## src/rtl/floor_request_input.sv

```systemverilog
// Floor-call button front end: synchronise, debounce and latch four push buttons,
// then offer pending requests lowest floor first over a valid/ack handshake.

module floor_request_input_lane #(
  parameter int DB_CYCLES = 1_000_000,
  parameter int CW        = $clog2(DB_CYCLES)
) (
  input  logic clk,
  input  logic reset,
  input  logic btn_i,
  output logic press_o
);
  localparam logic [CW-1:0] LAST = CW'(DB_CYCLES - 1);

  logic          sync1_q, sync2_q, stable_q;
  logic [CW-1:0] cnt_q;

  // Rising edge only: a release also flips stable but never raises press.
  assign press_o = sync2_q & ~stable_q & (cnt_q == LAST);

  always_ff @(posedge clk) begin
    if (reset) begin
      sync1_q  <= 1'b0;
      sync2_q  <= 1'b0;
      stable_q <= 1'b0;
      cnt_q    <= '0;
    end else begin
      sync1_q <= btn_i;
      sync2_q <= sync1_q;
      if (sync2_q == stable_q) begin
        cnt_q <= '0;
      end else if (cnt_q == LAST) begin
        stable_q <= sync2_q;
        cnt_q    <= '0;
      end else begin
        cnt_q <= cnt_q + 1'b1;
      end
    end
  end
endmodule

module floor_request_input #(
  parameter int DB_CYCLES = 1_000_000
) (
  input  logic       clk,
  input  logic       reset,
  input  logic [3:0] btn,
  output logic [3:0] req_floor,
  output logic       req_valid,
  input  logic       req_ack,
  output logic [3:0] pending
);
  localparam int NUM_FLOORS = 4;

  typedef enum logic {IDLE, OFFER} state_t;

  state_t                  state_q;
  logic [NUM_FLOORS-1:0]   press, clear, sel;
  logic [NUM_FLOORS-1:0]   pending_q, pending_d;
  logic [NUM_FLOORS-1:0]   req_floor_q;
  logic                    req_valid_q;

  for (genvar g = 0; g < NUM_FLOORS; g++) begin : g_lane
    floor_request_input_lane #(.DB_CYCLES(DB_CYCLES)) u_lane (
      .clk    (clk),
      .reset  (reset),
      .btn_i  (btn[g]),
      .press_o(press[g])
    );
  end

  assign sel       = pending_q & (~pending_q + 1'b1);
  assign clear     = {NUM_FLOORS{req_valid_q & req_ack}} & req_floor_q;
  // Press beats clear so a re-press landing on the ack edge is not lost.
  assign pending_d = press | (pending_q & ~clear);

  always_ff @(posedge clk) begin
    if (reset) begin
      pending_q   <= '0;
      req_floor_q <= '0;
      req_valid_q <= 1'b0;
      state_q     <= IDLE;
    end else begin
      pending_q <= pending_d;
      case (state_q)
        IDLE: if (pending_q != '0) begin
          req_floor_q <= sel;
          req_valid_q <= 1'b1;
          state_q     <= OFFER;
        end
        OFFER: if (req_ack) begin
          req_floor_q <= '0;
          req_valid_q <= 1'b0;
          state_q     <= IDLE;
        end
        default: state_q <= IDLE;
      endcase
    end
  end

  assign req_floor = req_floor_q;
  assign req_valid = req_valid_q;
  assign pending   = pending_q;
endmodule

```

## config.mk

```make
export PLATFORM = sky130hd
export DESIGN_NAME = floor_request_input
export DESIGN_NICKNAME = d
export VERILOG_FILES = /design/src/rtl/floor_request_input.sv
export SDC_FILE = /design/constraint.sdc
export NUM_CORES = 1
export LEC_CHECK = 0
export CAP_MARGIN = 20
export CORE_ASPECT_RATIO = 1.4
export CORE_MARGIN = 2
export CORE_UTILIZATION = 50
export DETAILED_ROUTE_END_ITERATION = 10
export GPL_ROUTABILITY_DRIVEN = 0
export HOLD_SLACK_MARGIN = 0.03
export PLACE_DENSITY = 0.66
export REMOVE_ABC_BUFFERS = 1
export SYNTH_ARGS = -nofsm -noshare
export SYNTH_HDL_FRONTEND = slang
export SYNTH_SLANG_ARGS = --single-unit
```

## constraint.sdc

```tcl
create_clock -name clk -period 3.9 [get_ports clk]
set_clock_uncertainty 0.05 [all_clocks]
set_input_delay 0.78 -clock clk [delete_from_list [all_inputs] [get_ports clk]]
set_output_delay 0.78 -clock clk [all_outputs]
set_load 0.005 [all_outputs]
```

### After elaboration in Yosys (flattened, before gate mapping)

Index checks and enable logic that the tools add are counted.

| word-level totals | value |
|---|---|
| register bits | 102 |
| latch bits | 0 |
| memory bits (writable) | 0 |
| ROM bits | 0 |
| input port bits | 7 |
| memories | 0 |

| cells by class | value |
|---|---|
| add/subtract/negate cells | 5 |
| $mul | 0 |
| divide/modulo/power cells | 0 |
| $lt $le $gt $ge | 0 |
| equal/unequal tests | 10 |
| shift operators | 0 |
| mux-type cells | 9 |
| bitwise operators | 24 |
| reduce and logical (&&, ||, !) cells | 10 |

Operators by type and width:

| operator | number |
|---|---|
| adder 20 x 1 -> 20 bit, second input constant | 4 |
| equality test 20 bit, second input constant | 4 |
| AND 4 bit | 3 |
| OR reduction 3 bit | 4 |
| AND reduction 2 bit | 5 |
| AND 1 bit | 9 |
| NOT 1 bit | 9 |
| two-way mux 4 bit | 2 |
| NOT 4 bit | 2 |
| case mux 4 bit (2 select lines) | 1 |
| adder 4 x 1 -> 4 bit, second input constant | 1 |
| equality test 1 bit | 4 |
| two-way mux 1 bit | 4 |
| inequality test 2 bit, second input constant | 2 |
| bitwise OR 4 bit | 1 |
| case mux 1 bit (2 select lines) | 2 |
| nonzero test 4 bit | 1 |

### Longest topological paths before layout

| depth | value |
|---|---|
| depth in word-level cells | 5 |
| gate-level depth with buffers | 6 |

### Cells and area by module

Synthesis repeated with hierarchy kept, for this count alone.

| unflattened totals | value |
|---|---|
| cell total of the unflattened synthesis | 528 |
| area total of the unflattened synthesis | 4,634.4 µm² |

By module, submodules not included:

| module | times used | cells an instance | area each (µm²) | seq. area each (µm²) |
|---|---|---|---|---|
| floor_request_input_lane | 4 | 120 | 1,053.5 | 460.4 |
| floor_request_input | 1 | 48 | 420.4 | 200.2 |

### Worst setup path before layout

Ideal clock, no wire load.

| path | value |
|---|---|
| path kind | register to register |
| start | register g_lane[0].u_lane.cnt_q[0] |
| end | register g_lane[0].u_lane.cnt_q[18] |
| library setup time | 0.071 ns |
| arrival | 1.931 ns |
| data required time | 3.779 ns |
| path slack | 1.849 ns |
| cell stages (with the launch flop) | 7 |
| buffers on the path | 1 |
| clock period less this slack | 2.051 ns |
| path through | dfxtp_1 > ha_1 > nand3_1 > or4_1 > buf_2 > or4_1 > a21oi_1 |

| on the way | value |
|---|---|
| word-level cells in the longest chain between the ends | 2 |
| elaborated cells on any way between the ends | 3 |
| those cells by class | add/sub (1); eq/ne (1); reduce/logical (1) |

Ends and longest elaborated chain:

| element | RTL line | text |
|---|---|---|
| start, declared | 16 | `logic [CW-1:0] cnt_q;` |
| start signal, assigned | 36 | `cnt_q <= cnt_q + 1'b1;` |
| parallel branches: the longest is 2 deep, another holds adder 20 x 1 -> 20 bit | n/a |  |

Several ways; the timed one is not identified.
A chain may end at the register's enable or synchronous reset.

### Worst setup path in the final report

| path | value |
|---|---|
| start | register g_lane[3].u_lane.cnt_q[6] |
| end | register g_lane[3].u_lane.cnt_q[8] |

| on the way | value |
|---|---|
| word-level cells in the longest chain between the ends | 2 |
| elaborated cells on any way between the ends | 3 |
| those cells by class | add/sub (1); eq/ne (1); reduce/logical (1) |

Ends and longest elaborated chain:

| element | RTL line |
|---|---|
| start, declared | 16 |
| start signal, assigned | 36 |
| parallel branches: the longest is 2 deep, another holds adder 20 x 1 -> 20 bit | n/a |

Several ways; the timed one is not identified.

==> out/metrics.cfg <==
[route]
drt-vias-per-instance=5.70
wl_met2_um=4170
wl_um=8490
met1Wirelength_um=3890
top_layer_used=met4
drtPass1Iterations=4
vias=3627
wl_per_cell_um=13.4
wl_met3_um=278
drc=0
drt_iter0_drc=142
ant_nets=0

[synthesis]
synth_common_cells=102 x dfxtp_1, 71 x nor2_1, 32 x nand3_1, 30 x a21oi_1, 29 x nand2_1
yosysTopAreaCellShare=0.455
synth_enable_flop_cells=0
synthTopCellsByArea=dfxtp_1 45%, nor2_1 5.9%, xor2_1 4.9%
synth_seq_cells=102
async_flop_share=0
synth_seq_area_share=0.455
syn_area_per_cell_sq_um=8.71
synth_cells=515
ys_warn_count=0
yosysMostFrequentCell=dfxtp_1
syn_area_sq_um=4490
yosysTopAreaCell=dfxtp_1
synth_cell_type_count=37
synth_top_flop_cell=dfxtp_1

[worst_setup_path]
end_kind=register
crit_required_ns=4.05
path_max_fanout=20
worstPathArrival_ns=2.52
crit_type=register to register
cp-start-kind=register

[global_routing]
grt_max_degree=21
grt_overflow=0
grt_use_total=0.184
antenna_found_initial=0
grt_pass1_vias=3398
grt_pass1_wl_um=14800

[flow_run]
maxCapViolCount=0

[power_and_ir_drop]
ir_drop_v=0.000336
powerDensity_nw_per_um2=397
power.leakage_nw=1.57

[cells_and_area]
diodes=0
n_fill_cell=799
drive_gt1_frac=0.0471
area_delta_synth_final_pct=12.2
nets=541

[clock_network]
clkSlewWorstSetupHoldPaths_ns=0.07
cts_tree=yes
cts_buffer_depth=2
cts.sinks=102
cts-root-buf=clkbuf_16
cts_resized=0
hold_buffers=0
insertion_delay_ns=0.34
htreeDepth=3
post_cts_buffers=0
cts_buffers=9

[sta]
setup_tns_ns=0
tightest_slew_ns=0.716
relSlewSlack=0.518
report.final.hold_viol_count=0
fin_crit_ns=2.36
setup_viol=0
rsz0062_at_grt=false
period_share=0.606
slew_viol_final=0
fmax_ghz=0.423
holdWs_ns=0.393

[die]
die_h_um=116
start_util=0.518
die_x_um=84.1
core_area_sq_um=8660
rows=40
fp.dieArea_sq_um=9760
num_io_pins=16

[placement]
dp_hpwl_um=6000
io_buffers=15

[hold_path]
min_path_type=register to register

[outcome]
status=finished clean

[power breakdown]
group,internal (mW),switching [mW],total [mW]
sequential,1.05,0.00267,1.05
clock,0.551,0.375,0.926
combinational,0.0109,0.0154,0.0263
[through the flow]
stage	instances	setup WS [ns]	utilization	cell area [sq um]	total power, mW
after floorplan	499	1.86	-	4420	1.08
after global placement	620	1.35	0.544	4710	1.10
after detailed placement	620	1.32	0.544	4710	1.10
after CTS	636	1.50	0.581	5030	2.03
after global routing	636	1.35	0.581	5030	2.07
final	636	1.54	0.581	5030	2.00
[path summary, 6_finish.rpt]
path              slack [ns]  depth (start not counted)                                  from                                   end
hold / removal          0.39                          1   g_lane[1].u_lane.sync1_q$_SDFF_PP0_   g_lane[1].u_lane.sync2_q$_SDFF_PP0_
hold reg to reg         0.39                          1   g_lane[1].u_lane.sync1_q$_SDFF_PP0_   g_lane[1].u_lane.sync2_q$_SDFF_PP0_
setup reg to reg        1.54                          4  g_lane[3].u_lane.cnt_q[6]$_SDFF_PP0_  g_lane[3].u_lane.cnt_q[8]$_SDFF_PP0_
setup / recovery        1.54                          4  g_lane[3].u_lane.cnt_q[6]$_SDFF_PP0_  g_lane[3].u_lane.cnt_q[8]$_SDFF_PP0_
[state kept, by name (all words and copies together) (netlist names)]
register and count:
req_floor 4, req_valid 1, pending 4, g_lane.u_lane.cnt_q 80
g_lane.u_lane.sync2_q 4, g_lane.u_lane.stable_q 4, g_lane.u_lane.sync1_q 4, state_q 1
[area by class of cell]
type                       instances  area, sq um  area share
timing repair buffer              16          158      0.0313
clock inverter                     4         53.8      0.0107
sequential                       102         2040       0.406
multi-input combinational        379         2310       0.460
tap                              105          131      0.0261
clock buffer                      12          267      0.0529
inverter                          18         67.6      0.0134
[logic make-up (layout without fill, tap and decap cells)]
| group | after synthesis | after routing | synth area share |
|---|---|---|---|
| xor gates and xnor gates | 48 | 48 | 0.0937 |
| AOI/OAI and AO/OA | 69 | 69 | 0.0939 |
| adders and majority gates | 8 | 8 | 0.0223 |
| and+or+nand+nor | 253 | 253 | 0.304 |
| DFF | 102 | 102 | 0.455 |
| muxes | 1 | 1 | 0.00223 |
| buffers and inverters | 34 | 50 | 0.0293 |
[layout by cell type (no fill, tap or decap), drive strengths merged, types with 5 or more instances in the layout]
cell / instances
o21ai: 15
a32oi: 5
and4: 6
and2: 5
and3: 16
nor2b: 10
dfxtp: 102
inv: 18
nand4: 23
xnor2: 23
nor3: 7
a21oi: 30
nor2: 71
clkbuf: 12
nand3: 33
clkdlybuf4s50: 15
xor2: 25
or3: 11
ha: 8
o31ai: 9
nor4: 11
or4: 12
nand2: 29
[metal layers]
metal | GRT usage | vias to the layer above
li1 | - | 1869
met1 | 0.217 | 1706
met2 | 0.319 | 43
met3 | 0.0424 | 9
met4 | 0.0817 | 0
met5 | 0 | -
[critical path: stages, from the launching register on]
cell and delay [ns]:
dfxtp_1 0.36, or3b_2 0.45, nor4_1 0.63, a211o_1 0.63
nor2_1 0.10
No activity file was read; power rests on OpenSTA's default activity.
